**config.mk**
```make
export PLATFORM = sky130hd
export DESIGN_NAME = parking_lot_counter_flat
export DESIGN_NICKNAME = d
export VERILOG_FILES = /design/src/rtl/parking_lot_if.sv /design/src/rtl/parking_lot_counter.sv /design/src/flat_wrapper.sv
export SDC_FILE = /design/constraint.sdc
export NUM_CORES = 1
export LEC_CHECK = 0
export CAP_MARGIN = 20
export CELL_PAD_IN_SITES_DETAIL_PLACEMENT = 0
export CELL_PAD_IN_SITES_GLOBAL_PLACEMENT = 1
export CORE_MARGIN = 1
export CORE_UTILIZATION = 45
export DETAILED_ROUTE_END_ITERATION = 10
export GPL_TIMING_DRIVEN = 0
export PLACE_DENSITY = 0.87
export SKIP_LAST_GASP = 1
export SLEW_MARGIN = 20
export SYNTH_ARGS = -nofsm -noshare
export SYNTH_HDL_FRONTEND = slang
export SYNTH_SLANG_ARGS = --single-unit
```
**constraint.sdc**
```tcl
create_clock -name clk_i -period 5.7 [get_ports clk_i]
set_input_delay 1.14 -clock clk_i [delete_from_list [all_inputs] [get_ports clk_i]]
set_output_delay 1.14 -clock clk_i [all_outputs]
set_load 0.01 [all_outputs]
```
**src/rtl/parking_lot_if.sv**
```systemverilog
// parking_lot_if: sensor inputs and occupancy/event outputs of the parking lot counter.
interface parking_lot_if #(
    parameter int CAPACITY = 255
);
    localparam int COUNT_W = $clog2(CAPACITY + 1);
    logic               sensor_a_i;
    logic               sensor_b_i;
    logic               car_enter_o;
    logic               car_exit_o;
    logic [COUNT_W-1:0] count_o;
    logic               full_o;
    logic               empty_o;
    logic               error_o;
    modport master (
        output sensor_a_i, sensor_b_i,
        input  car_enter_o, car_exit_o, count_o, full_o, empty_o, error_o
    );
    modport slave (
        input  sensor_a_i, sensor_b_i,
        output car_enter_o, car_exit_o, count_o, full_o, empty_o, error_o
    );
endinterface

```
**src/rtl/parking_lot_counter.sv**
```systemverilog
// parking_lot_counter: decodes A/B beam sequences into entry/exit events and keeps a saturating occupancy count.
module parking_lot_counter #(
    parameter  int CAPACITY = 255,
    localparam int COUNT_W  = $clog2(CAPACITY + 1)
) (
    input logic         clk_i,
    input logic         rst_i,
    parking_lot_if.slave bus
);
    typedef enum logic [2:0] {IDLE, EN_A, EN_AB, EN_B, EX_B, EX_AB, EX_A, FAULT} state_t;
    state_t             state_q, state_d;
    logic [COUNT_W-1:0] count_q, count_d;
    logic               enter_q, enter_d, exit_q, exit_d, err_q, err_d;
    logic [1:0]         ab;
    assign ab = {bus.sensor_a_i, bus.sensor_b_i};
    always_comb begin
        state_d = state_q;
        case (state_q)
            IDLE:    state_d = ab == 2'b10 ? EN_A  : ab == 2'b01 ? EX_B  : ab == 2'b11 ? FAULT : IDLE;
            EN_A:    state_d = ab == 2'b11 ? EN_AB : ab == 2'b00 ? IDLE  : ab == 2'b01 ? FAULT : EN_A;
            EN_AB:   state_d = ab == 2'b01 ? EN_B  : ab == 2'b10 ? EN_A  : ab == 2'b00 ? FAULT : EN_AB;
            EN_B:    state_d = ab == 2'b11 ? EN_AB : ab == 2'b00 ? IDLE  : ab == 2'b10 ? FAULT : EN_B;
            EX_B:    state_d = ab == 2'b11 ? EX_AB : ab == 2'b00 ? IDLE  : ab == 2'b10 ? FAULT : EX_B;
            EX_AB:   state_d = ab == 2'b10 ? EX_A  : ab == 2'b01 ? EX_B  : ab == 2'b00 ? FAULT : EX_AB;
            EX_A:    state_d = ab == 2'b11 ? EX_AB : ab == 2'b00 ? IDLE  : ab == 2'b01 ? FAULT : EX_A;
            FAULT:   state_d = ab == 2'b00 ? IDLE  : FAULT;
            default: state_d = IDLE;
        endcase
        enter_d = state_q == EN_B && ab == 2'b00;
        exit_d  = state_q == EX_A && ab == 2'b00;
        // error pulses only on the transition into FAULT, not while parked there
        err_d   = state_d == FAULT && state_q != FAULT;
        count_d = enter_d && count_q != COUNT_W'(CAPACITY) ? count_q + 1'b1 :
                  exit_d && count_q != '0                  ? count_q - 1'b1 : count_q;
    end
    always_ff @(posedge clk_i or posedge rst_i) begin
        if (rst_i) begin
            state_q <= IDLE;
            count_q <= '0;
            enter_q <= 1'b0;
            exit_q  <= 1'b0;
            err_q   <= 1'b0;
        end else begin
            state_q <= state_d;
            count_q <= count_d;
            enter_q <= enter_d;
            exit_q  <= exit_d;
            err_q   <= err_d;
        end
    end
    assign bus.car_enter_o = enter_q;
    assign bus.car_exit_o  = exit_q;
    assign bus.error_o     = err_q;
    assign bus.count_o     = count_q;
    assign bus.full_o      = count_q == COUNT_W'(CAPACITY);
    assign bus.empty_o     = count_q == '0;
endmodule

```
**src/flat_wrapper.sv**
```systemverilog
// flat-port wrapper written by rule: the top's interface ports become plain ports
module parking_lot_counter_flat 
#(
    parameter  int CAPACITY = 255,
    localparam int COUNT_W  = $clog2(CAPACITY + 1)
)
  (clk_i, rst_i, bus_sensor_a_i, bus_sensor_b_i, bus_car_enter_o, bus_car_exit_o, bus_count_o, bus_full_o, bus_empty_o, bus_error_o);
  parking_lot_if #(.CAPACITY(CAPACITY)) bus_i ();
  input logic clk_i;
  input logic rst_i;
  input wire logic [$bits(bus_i.sensor_a_i)-1:0] bus_sensor_a_i;
  input wire logic [$bits(bus_i.sensor_b_i)-1:0] bus_sensor_b_i;
  output wire logic [$bits(bus_i.car_enter_o)-1:0] bus_car_enter_o;
  output wire logic [$bits(bus_i.car_exit_o)-1:0] bus_car_exit_o;
  output wire logic [$bits(bus_i.count_o)-1:0] bus_count_o;
  output wire logic [$bits(bus_i.full_o)-1:0] bus_full_o;
  output wire logic [$bits(bus_i.empty_o)-1:0] bus_empty_o;
  output wire logic [$bits(bus_i.error_o)-1:0] bus_error_o;
  assign bus_i.sensor_a_i = bus_sensor_a_i;
  assign bus_i.sensor_b_i = bus_sensor_b_i;
  assign bus_car_enter_o = bus_i.car_enter_o;
  assign bus_car_exit_o = bus_i.car_exit_o;
  assign bus_count_o = bus_i.count_o;
  assign bus_full_o = bus_i.full_o;
  assign bus_empty_o = bus_i.empty_o;
  assign bus_error_o = bus_i.error_o;
  parking_lot_counter #(.CAPACITY(CAPACITY)) u_core (.clk_i(clk_i), .rst_i(rst_i), .bus(bus_i));
endmodule
```
==> metrics.md, run 1 <==
| Metric | Value |
|---|---|
| # nets final | 154 |
| Final WL | 2170 um |
| Post-CTS Hold Buffers | 0 |
| Internal cell power | 0.000451 W |
| Leak pwr | 0.648 nW |
| Rel. slew slack | 65.6% |
| CP Data Required Time | 5.87 ns |
| Post-synthesis sequential area ratio | 30.0% |
| CP peak stage delay | 0.49 ns |
| Worst path cell trace | clkdlybuf4s50_1 -> inv_1 -> ha_1 -> nand2_1 -> nor3_1 -> and2b_2 -> inv_1 -> ha_1 -> a21o_1 -> a21o_1 -> a211oi_2 -> mux2i_1 -> mux2i_1 |
| VDD IR max | 0.363 mV |
| Hold_ws | 0.531 ns |
| Min-delay worst type | reg -> reg |
| Slew Viols, Final | 0 |
| Num rows | 18 |
| Clock sink count | 14 |
| Dpl ws | 1.25 ns |
| Setup Buffers After CTS | 0 |
| Clock skew | 0.00530 ns |
| CP Capture Type | flip-flop |
| Avg Cell Area, Syn | 10.2 um^2 |
| DR DRC count | 0 |
| Final-report setup violation count | 0 |
| Reg power frac | 25.3% |
| Synth cell types | 35 |
| DP HPWL | 1710 um |
| Final setup margin | 1.59 ns |
| RSZ-0062 raised after global routing | no |
| Number of global-route vias before repair | 805 |
| First-pass GRT wire length | 3560 um |
| 1st-iter DRT viols | 27 |
| Final ANT Viol Nets | 0 |
| Starting Density | 47.5% |
| ANT cells | 0 |
| Final cycle utilization of the critical path | 72.1% |
| Die Ht | 52.9 um |
| Hold Vio Cnt, Final | 0 |
| Combinational share of power | 65.3% |
| CP Max Fanout | 8 |
| Area of the multi-input gates | 766 um^2 |
| Worst path slowest cell | clkdlybuf4s50_1 |
| Initial antenna violation count | 0 |
| Clk slew on worst S/H paths | 0.08 ns |
| CTS Buffer Depth | 2 |
| Sw frac | 41.6% |
| Fmax | 243 MHz |
| Die ar. | 0.00280 mm^2 |
| Synth top area share | 30.0% |
| Htree depth | 1 |
| Largest cells by area after synthesis | dfrtp_1 30%, ha_1 15%, mux2_4 7.7%, mux2i_1 4.3%, xnor2_1 3.8% |
| Chip width | 52.9 um |
| Core area | 0.00245 mm^2 |
| Share of power burned in the clock network | 9.4% |
| Crit path kind | in -> reg |
| Mapped Area | 0.00117 mm^2 |
| GP Congestion | 0.772 |
| Drt pass-1 iters | 4 |
| CP arrival | 4.28 ns |
| Sequential cell area | 350 um^2 |
| Post-cts sizing count | 0 |
| Status | complete, no violations |
| Area grow syn2layout | 20.1% |
| Mapped Cells | 114 |
| Clk Latency, worst-skew pair | 0.29 ns |
| Overflow after GRT | 0 |
| Clock root cell | clkbuf_4 |
| PD cells | 551 mW/mm^2 |
| Synthesized net count | 133 |
| Vias post-DR | 912 |
| Yosys reg bits | 14 |
| Fin crit period | 4.11 ns |
| Largest net degree at the start of global routing | 15 |
| CTS Buf Count | 3 |
| Largest area contributor in the netlist | dfrtp_1 |
| Max-cap viol count | 0 |
| Design Power | 0.000772 W |
| DR vias/cell | 5.56 |
| Setup TNS | 0 ns |
| I/O pin count | 17 |
| Number of port buffers | 16 |
| Critical Path Start Type | input pin |
| NetSw | 0.000321 W |
| DR WL/cell | 13.2 um |
| Share of cells above drive strength 1 | 14.9% |
| CTS tree | built |
| Fill count | 228 |
| GRT Total Usage | 17.8% |
| R2r setup slk | 2.78 ns |
| YS warnings | 0 |
| Tightest Pin Transition | 0.516 ns |
[metal layers]
metal,GRT usage (%),vias up,part of all wire (%)
met5,0,-,0
met4,9.21,0,2.5
met3,1.72,5,3.9
met2,28.7,24,48
met1,23.3,429,46
li1,-,454,-
[power groups by stage]
| stage | Sequential [W] | Clock (W) | Combinational (W) |
|---|---|---|---|
| final | 0.000195 | 0.0000726 | 0.000504 |
| after global routing | 0.000203 | 0.0000777 | 0.000553 |
| after global placement | 0.000194 | 0 | 0.000488 |
| after detailed placement | 0.000197 | 0 | 0.000502 |
| after CTS | 0.000196 | 0.0000741 | 0.000504 |
| after floorplan | 0.000200 | 0 | 0.000358 |
[logic make-up after synthesis]
family / share of synthesized area [%]
AO/OA/AOI/OAI: 15.8
XOR/XNOR: 4.51
AND/OR/NAND/NOR: 13.4
multiplexers: 15.2
adder cells (fa/ha/maj): 16.7
buffers and inverters: 4.29
flip-flops: 30.0
[through the flow]
stage / utilization (%) / cell area, um^2 / instances
floorplan: - / 1170 / 114
global placement: 55.6 / 1360 / 160
detailed placement: 55.6 / 1360 / 160
CTS: 57.0 / 1400 / 164
global route: 57.0 / 1400 / 164
finish: 57.0 / 1400 / 164
[layout make-up]
class	count	area share, %
Inverter	8	2.14
Sequential cell	14	25.0
Timing Repair Buffer	16	11.4
Clock buffer	4	2.59
Multi-Input combinational cell	89	54.7
Buffer	3	1.43
Tap cell	30	2.68
[synth_stat cells]
cell type  count
nand2b_1       1
buf_2          1
mux2_2         1
and2b_2        1
ha_1          14
mux4_1         1
o221ai_1       1
inv_1          7
nand3_1        1
a21oi_1        6
nor3_1         3
and3_2         1
a21boi_0       1
nor2_8         1
o31ai_1        2
nand2_1        4
nand4_1        3
or4_1          2
xnor2_1        5
a21o_1         4
inv_2          1
o21ai_0        7
mux2_4         6
nor2_1         7
nor2_2         2
and3_1         1
fa_1           1
dfrtp_1       14
a211oi_1       4
a211oi_2       1
buf_6          1
o21bai_1       2
xor2_1         1
buf_1          1
mux2i_1        5
[worst max-delay path: cells and delay by family]
| family | cells | cell delay (ns) |
|---|---|---|
| fa+ha+maj | 2 | 0.63 |
| simple gates | 3 | 0.58 |
| buf+inv | 3 | 0.83 |
| compound gates | 3 | 0.74 |
| mux | 2 | 0.34 |
[registers in the layout (all words and copies together), names as in the netlist]
signal and count:
u_core.bus.car_exit_o 1, u_core.state_q 3, u_core.bus.count_o 8, u_core.bus.error_o 1, u_core.bus.car_enter_o 1
[worst paths after layout]
kind                                  startpoint                      to  cells after the start
hold / removal             u_core.bus.count_o[7]   u_core.bus.count_o[7]                      1
max in group asynchronous                  rst_i  u_core.bus.car_enter_o                      2
min in group asynchronous                  rst_i      u_core.bus.error_o                      2
hold reg to reg            u_core.bus.count_o[7]   u_core.bus.count_o[7]                      1
setup / recovery                  bus_sensor_a_i   u_core.bus.count_o[7]                     13
setup reg to reg               u_core.state_q[1]   u_core.bus.count_o[7]                     11
[layout by cell type, fill, tap and decap left out, types with 4 or more instances in the layout]
| cell type | n |
|---|---|
| a211oi_1 | 4 |
| a21o_1 | 4 |
| a21oi_1 | 6 |
| clkdlybuf4s50_1 | 16 |
| dfrtp_1 | 14 |
| ha_1 | 14 |
| inv_1 | 7 |
| mux2_4 | 6 |
| mux2i_1 | 5 |
| nand2_1 | 4 |
| nor2_1 | 7 |
| o21ai_0 | 7 |
| xnor2_1 | 5 |
No activity file was read; power rests on OpenSTA's default activity.
==> inputs of run 2 (changes only) <==
--- a/config.mk
+++ b/config.mk
@@ -9,10 +9,10 @@
 export CELL_PAD_IN_SITES_DETAIL_PLACEMENT = 0
 export CELL_PAD_IN_SITES_GLOBAL_PLACEMENT = 1
 export CORE_MARGIN = 1
-export CORE_UTILIZATION = 45
+export CORE_UTILIZATION = 42
 export DETAILED_ROUTE_END_ITERATION = 10
 export GPL_TIMING_DRIVEN = 0
-export PLACE_DENSITY = 0.87
+export PLACE_DENSITY = 0.82
 export SKIP_LAST_GASP = 1
 export SLEW_MARGIN = 20
 export SYNTH_ARGS = -nofsm -noshare
==> constraint.sdc (replaced) <==
create_clock -name clk_i -period 4.2 [get_ports clk_i]
set_input_delay 0.84 -clock clk_i [delete_from_list [all_inputs] [get_ports clk_i]]
set_output_delay 0.84 -clock clk_i [all_outputs]
set_load 0.01 [all_outputs]
==> run 2 against run 1 <==
Net effect:
- critical path depth is the same
- non-clock buffer count is the same
- clock power grew 35%
- total power grew 35%
- global-route usage shrank 0.31 points
- sequential power grew 36%
- sequential share of layout area is the same
- die area grew 6.9%
- clock-buffer cell count is the same
- hold slack lost 0.012 ns
- first-iteration DRC count shrank 78%
==> metrics.md, run 2 (synthesis gave the netlist of run 1 again) <==
| Metric | Value |
|---|---|
| FF-to-FF End | u_core.bus.count_o[7] |
| GP Congestion | 0.792 |
| CP peak stage delay | 0.49 ns |
| CP Data Required Time | 4.37 ns |
| DR vias/cell | 5.47 |
| Final cycle utilization of the critical path | 90.2% |
| 1st-iter DRT viols | 6 |
| Hold worst-path end | u_core.bus.car_enter_o |
| Min-delay worst type | reg -> reg |
| FF-to-FF Start | u_core.bus.count_o[0] |
| PD cells | 746 mW/mm^2 |
| CP Max Fanout | 8 |
| DP HPWL | 1750 um |
| Starting Density | 45.8% |
| Tightest Pin Transition | 0.508 ns |
| Share of power burned in the clock network | 9.4% |
| Post-CTS Hold Buffers | 0 |
| VDD IR max | 0.476 mV |
| Drt pass-1 iters | 3 |
| Setup TNS | 0 ns |
| Critical Path Start Type | input pin |
| CP Capture Type | flip-flop |
| Clock sink count | 14 |
| Number of global-route vias before repair | 798 |
| Htree depth | 1 |
| Worst path cell trace | clkdlybuf4s50_1 -> inv_1 -> ha_1 -> nand2_1 -> nor3_1 -> and2b_2 -> inv_1 -> ha_1 -> a21o_1 -> a21o_1 -> a211oi_2 -> mux2i_1 -> mux2i_1 |
| Rel. slew slack | 66.1% |
| Final WL | 2190 um |
| CTS Buffer Depth | 2 |
| Cell depth of the worst hold path | 1 |
| Max-cap viol count | 0 |
| Sum of buffers and inverters on the critical path | 3 |
| Internal cell power | 0.000612 W |
| DR WL/cell | 13.3 um |
| Clk Latency, worst-skew pair | 0.28 ns |
| Hold Path Origin | u_core.state_q[2] |
| CP arrival | 3.96 ns |
| Clk slew on worst S/H paths | 0.08 ns |
| NetSw | 0.000433 W |
| First-pass GRT wire length | 3620 um |
| GRT Total Usage | 17.5% |
| Sw frac | 41.5% |
| Largest net degree at the start of global routing | 15 |
| # nets final | 154 |
| Commonest non-fill, non-tap cell in the layout | clkdlybuf4s50_1 |
| Post-route cell area | 0.00140 mm^2 |
| Leak pwr | 0.648 nW |
| Clock root cell | clkbuf_4 |
| Setup Buffers After CTS | 0 |
| R2R cell count | 10 |
| Die Ht | 54.7 um |
| Die ar. | 0.00299 mm^2 |
| Final-report setup violation count | 0 |
| Crit path kind | in -> reg |
| Chip width | 54.7 um |
| Reg power frac | 25.3% |
| Fin crit period | 3.79 ns |
| Dpl cell area | 0.00136 mm^2 |
| Slew Viols, Final | 0 |
| CTS Buf Count | 3 |
| CTS tree | built |
| Commonest cells after routing, fill and taps aside | 16 x clkdlybuf4s50_1, 14 x ha_1, 14 x dfrtp_1 |
| Max FFs per register | 8 |
| Final ANT Viol Nets | 0 |
| Vias post-DR | 897 |
| Clock skew | 0.000562 ns |
| Initial antenna violation count | 0 |
| CP top delay family | buffers and inverters |
| Status | complete, no violations |
| Post-cts sizing count | 0 |
| Worst path slowest cell | clkdlybuf4s50_1 |
| Area grow syn2layout | 20.1% |
| Number of port buffers | 16 |
| Combinational share of power | 65.3% |
| Hold Vio Cnt, Final | 0 |
| R2r setup slk | 1.33 ns |
| I/O pin count | 17 |
| Fmax | 264 MHz |
| Share of cells above drive strength 1 | 14.9% |
| DR DRC count | 0 |
| ANT cells | 0 |
| RSZ-0062 raised after global routing | no |
| Num rows | 18 |
| Overflow after GRT | 0 |
| Core area | 0.00254 mm^2 |
## run 2: cell counts in the layout (fill, tap and decap cells not counted)
No cell type changed its count.
## run 2: worst max-delay path by stage
stage,from,to,slack [ns],cells after the start
2_1_floorplan,bus_sensor_b_i,u_core.bus.count_o[7],1.06,12
6_report,bus_sensor_a_i,u_core.bus.count_o[7],0.41,13
4_1_cts,bus_sensor_a_i,u_core.bus.count_o[7],0.36,13
3_3_place_gp,bus_sensor_b_i,u_core.bus.count_o[7],0.16,13
3_5_place_dp,bus_sensor_a_i,u_core.bus.count_o[7],0.07,13
5_1_grt,bus_sensor_a_i,u_core.bus.count_o[7],0.10,13
## run 2: worst reg2reg max path: cells and delay by family, from the launching register on
kind	cells	cell delay [ns]
flip-flops	1	0.51
multiplexers	2	0.32
AO/OA/AOI/OAI	3	0.76
buffers and inverters	1	0.25
adder cells (fa/ha/maj)	1	0.35
AND/OR/NAND/NOR	3	0.57
## run 2: power groups by stage
stage,clock network [W],registers (W),logic (W)
after global placement,0,0.000264,0.000667
after detailed placement,0,0.000268,0.000680
final,0.0000978,0.000265,0.000682
after floorplan,0,0.000272,0.000486
after CTS,0.000101,0.000266,0.000683
after global routing,0.000107,0.000278,0.000754
## run 2: per-stage QoR
step	utilization, %	worst slack, ns	instances	hold WS (ns)	total power [W]
after floorplan	-	1.06	114	0.454	0.000758
after global placement	53.6	0.163	160	0.501	0.000930
after detailed placement	53.6	0.0670	160	0.501	0.000948
after CTS	55.0	0.357	164	0.518	0.00105
after global routing	55.0	0.102	164	0.540	0.00114
final	55.0	0.412	164	0.519	0.00104
## run 2: metal layers
metal | vias to the layer above | track usage [%] | share of wire (%)
met3 | 5 | 2.78 | 2.4
li1 | 449 | - | -
met2 | 14 | 25.7 | 45
met4 | 0 | 8.97 | 2.2
met5 | - | 0 | 0
met1 | 429 | 24.2 | 51
## run 2: layout make-up
class | count | area [um^2]
Fill cell | 237 | 1140
Multi-Input combinational cell | 89 | 766
Sequential cell | 14 | 350
Timing Repair Buffer | 16 | 160
Tap cell | 30 | 37.5
Clock buffer | 4 | 36.3
Inverter | 8 | 30.0
Buffer | 3 | 20.0
==> inputs of run 3 (changes only) <==
--- a/config.mk
+++ b/config.mk
@@ -13,6 +13,7 @@
 export DETAILED_ROUTE_END_ITERATION = 10
 export GPL_TIMING_DRIVEN = 0
 export PLACE_DENSITY = 0.82
+export RECOVER_POWER = 100
 export SKIP_LAST_GASP = 1
 export SLEW_MARGIN = 20
 export SYNTH_ARGS = -nofsm -noshare
==> run 3 against run 2 <==
Net effect:
- sequential power about the same
- utilization decreased by 0.88 points
- setup slack got worse by 0.0023 ns
- register-to-register slack about the same
- sequential cell count unchanged
- via count increased by 0.22%
- clock skew about the same
- maximum frequency about the same
- clock-buffer cell count unchanged
- critical endpoint unchanged
- largest power group unchanged
- highest routed layer unchanged
==> metrics.md, run 3 (synthesis gave the netlist of run 1 again) <==
| Metric | Value |
|---|---|
| Reg power frac | 26.5% |
| Top sig layer | met4 |
| Crit path kind | in -> reg |
| Drt pass-1 iters | 3 |
| Final cycle utilization of the critical path | 90.2% |
| Largest net degree at the start of global routing | 15 |
| Num rows | 18 |
| Max FFs per register | 8 |
| Core Util, Final | 54.1% |
| Clock skew | 0.000963 ns |
| Final WL | 2220 um |
| NetSw | 0.000428 W |
| Max-cap viol count | 0 |
| Sw frac | 43.2% |
| Critical Path Start Type | input pin |
| Tightest Pin Transition | 0.506 ns |
| Clk Latency, worst-skew pair | 0.28 ns |
| Setup Buffers After CTS | 0 |
| WL met2 | 970 um |
| Htree depth | 1 |
| RSZ-0062 raised after global routing | no |
| PD cells | 718 mW/mm^2 |
| DR vias/cell | 5.48 |
| Core area | 0.00254 mm^2 |
| DRT met1 WL | 1140 um |
| Combinational share of power | 63.6% |
| GRT Total Usage | 17.5% |
| Fmax | 264 MHz |
| Starting Density | 45.8% |
| CTS tree | built |
| Final ANT Viol Nets | 0 |
| Chip width | 54.7 um |
| Share of cells above drive strength 1 | 10.4% |
| Internal cell power | 0.000562 W |
| CTS Buffer Depth | 2 |
| CP Data Required Time | 4.37 ns |
| CP Max Fanout | 8 |
| Initial antenna violation count | 0 |
| Clock sink count | 14 |
| Number of port buffers | 16 |
| Clk slew on worst S/H paths | 0.08 ns |
| Die ar. | 0.00299 mm^2 |
| Share of power burned in the clock network | 9.9% |
| 1st-iter DRT viols | 12 |
| ANT cells | 0 |
| Post-CTS Hold Buffers | 0 |
| DR WL/cell | 13.5 um |
| Die Ht | 54.7 um |
| Final-report setup violation count | 0 |
| Rel. slew slack | 66.3% |
| Vias post-DR | 899 |
| Status | complete, no violations |
| Hold Vio Cnt, Final | 0 |
| GP Congestion | 0.792 |
| I/O pin count | 17 |
| Clock root cell | clkbuf_4 |
| Met3 WL | 53 um |
| DR DRC count | 0 |
| Overflow after GRT | 0 |
| Leak pwr | 0.641 nW |
| CP arrival | 3.96 ns |
| Number of global-route vias before repair | 798 |
| Min-delay worst type | reg -> reg |
| CP Capture Type | flip-flop |
| VDD IR max | 0.448 mV |
| Setup TNS | 0 ns |
| Fin crit period | 3.79 ns |
| # nets final | 154 |
| Slew Viols, Final | 0 |
| Post-cts sizing count | 0 |
| First-pass GRT wire length | 3620 um |
| DP HPWL | 1750 um |
| Commonest cells after routing, fill and taps aside | 14 x ha_1, 14 x dlygate4sd3_1, 14 x dfrtp_1 |
| Area grow syn2layout | 18.1% |
| CTS Buf Count | 3 |
[run 3: cell count changes in the layout (fill, tap and decap cells not counted), sizes merged]
cell           previous run  this run
clkdlybuf4s50            16         2
dlygate4sd3               0        14
[run 3: final timing paths]
kind / slack [ns] / depth (start not counted) / end / start
min in group asynchronous: 1.01 / 2 / u_core.bus.car_enter_o / rst_i
max in group asynchronous: 2.85 / 2 / u_core.bus.count_o[2] / rst_i
max: 0.41 / 13 / u_core.bus.count_o[7] / bus_sensor_a_i
min: 0.52 / 1 / u_core.bus.car_enter_o / u_core.state_q[2]
max reg2reg: 1.34 / 10 / u_core.bus.count_o[7] / u_core.bus.count_o[0]
min reg2reg: 0.52 / 1 / u_core.bus.car_enter_o / u_core.state_q[2]
[run 3: area by class of cell]
type                       instances  area [um^2]
fill                             243         1170
multi-input combinational         89          743
sequential                        14          350
timing repair buffer              16          160
tap                               30         37.5
clock buffer                       4         36.3
inverter                           8         30.0
buffer                             3         20.0
[run 3: metrics by stage]
stage	worst slack, ns	instances	cell area (um^2)	hold WS (ns)	total power [W]
finish	0.410	164	1380	0.519	0.000990
global route	0.102	164	1380	0.540	0.00108
CTS	0.357	164	1400	0.518	0.00105
detailed placement	0.0670	160	1360	0.501	0.000948
global placement	0.163	160	1360	0.501	0.000930
floorplan	1.06	114	1170	0.454	0.000758
[run 3: power groups by stage]
stage / registers (W) / clock network [W] / logic, W
floorplan: 0.000272 / 0 / 0.000486
global route: 0.000275 / 0.000107 / 0.000700
finish: 0.000263 / 0.0000975 / 0.000630
CTS: 0.000266 / 0.000101 / 0.000683
detailed placement: 0.000268 / 0 / 0.000680
global placement: 0.000264 / 0 / 0.000667
[run 3: worst max-delay path: stages]
cell and delay (ns):
clkdlybuf4s50_1 0.49, inv_1 0.16, ha_1 0.26, nand2_1 0.11, nor3_1 0.19, and2b_2 0.25
inv_1 0.18, ha_1 0.39, a21o_1 0.22, a21o_1 0.19, a211oi_2 0.35, mux2i_1 0.23
mux2i_1 0.09
[run 3: per-layer routing]
metal  track usage (%)  up-vias
li1                  -      449
met1              24.2      431
met2              25.7       14
met3              2.78        5
met4              8.97        0
met5                 0        -
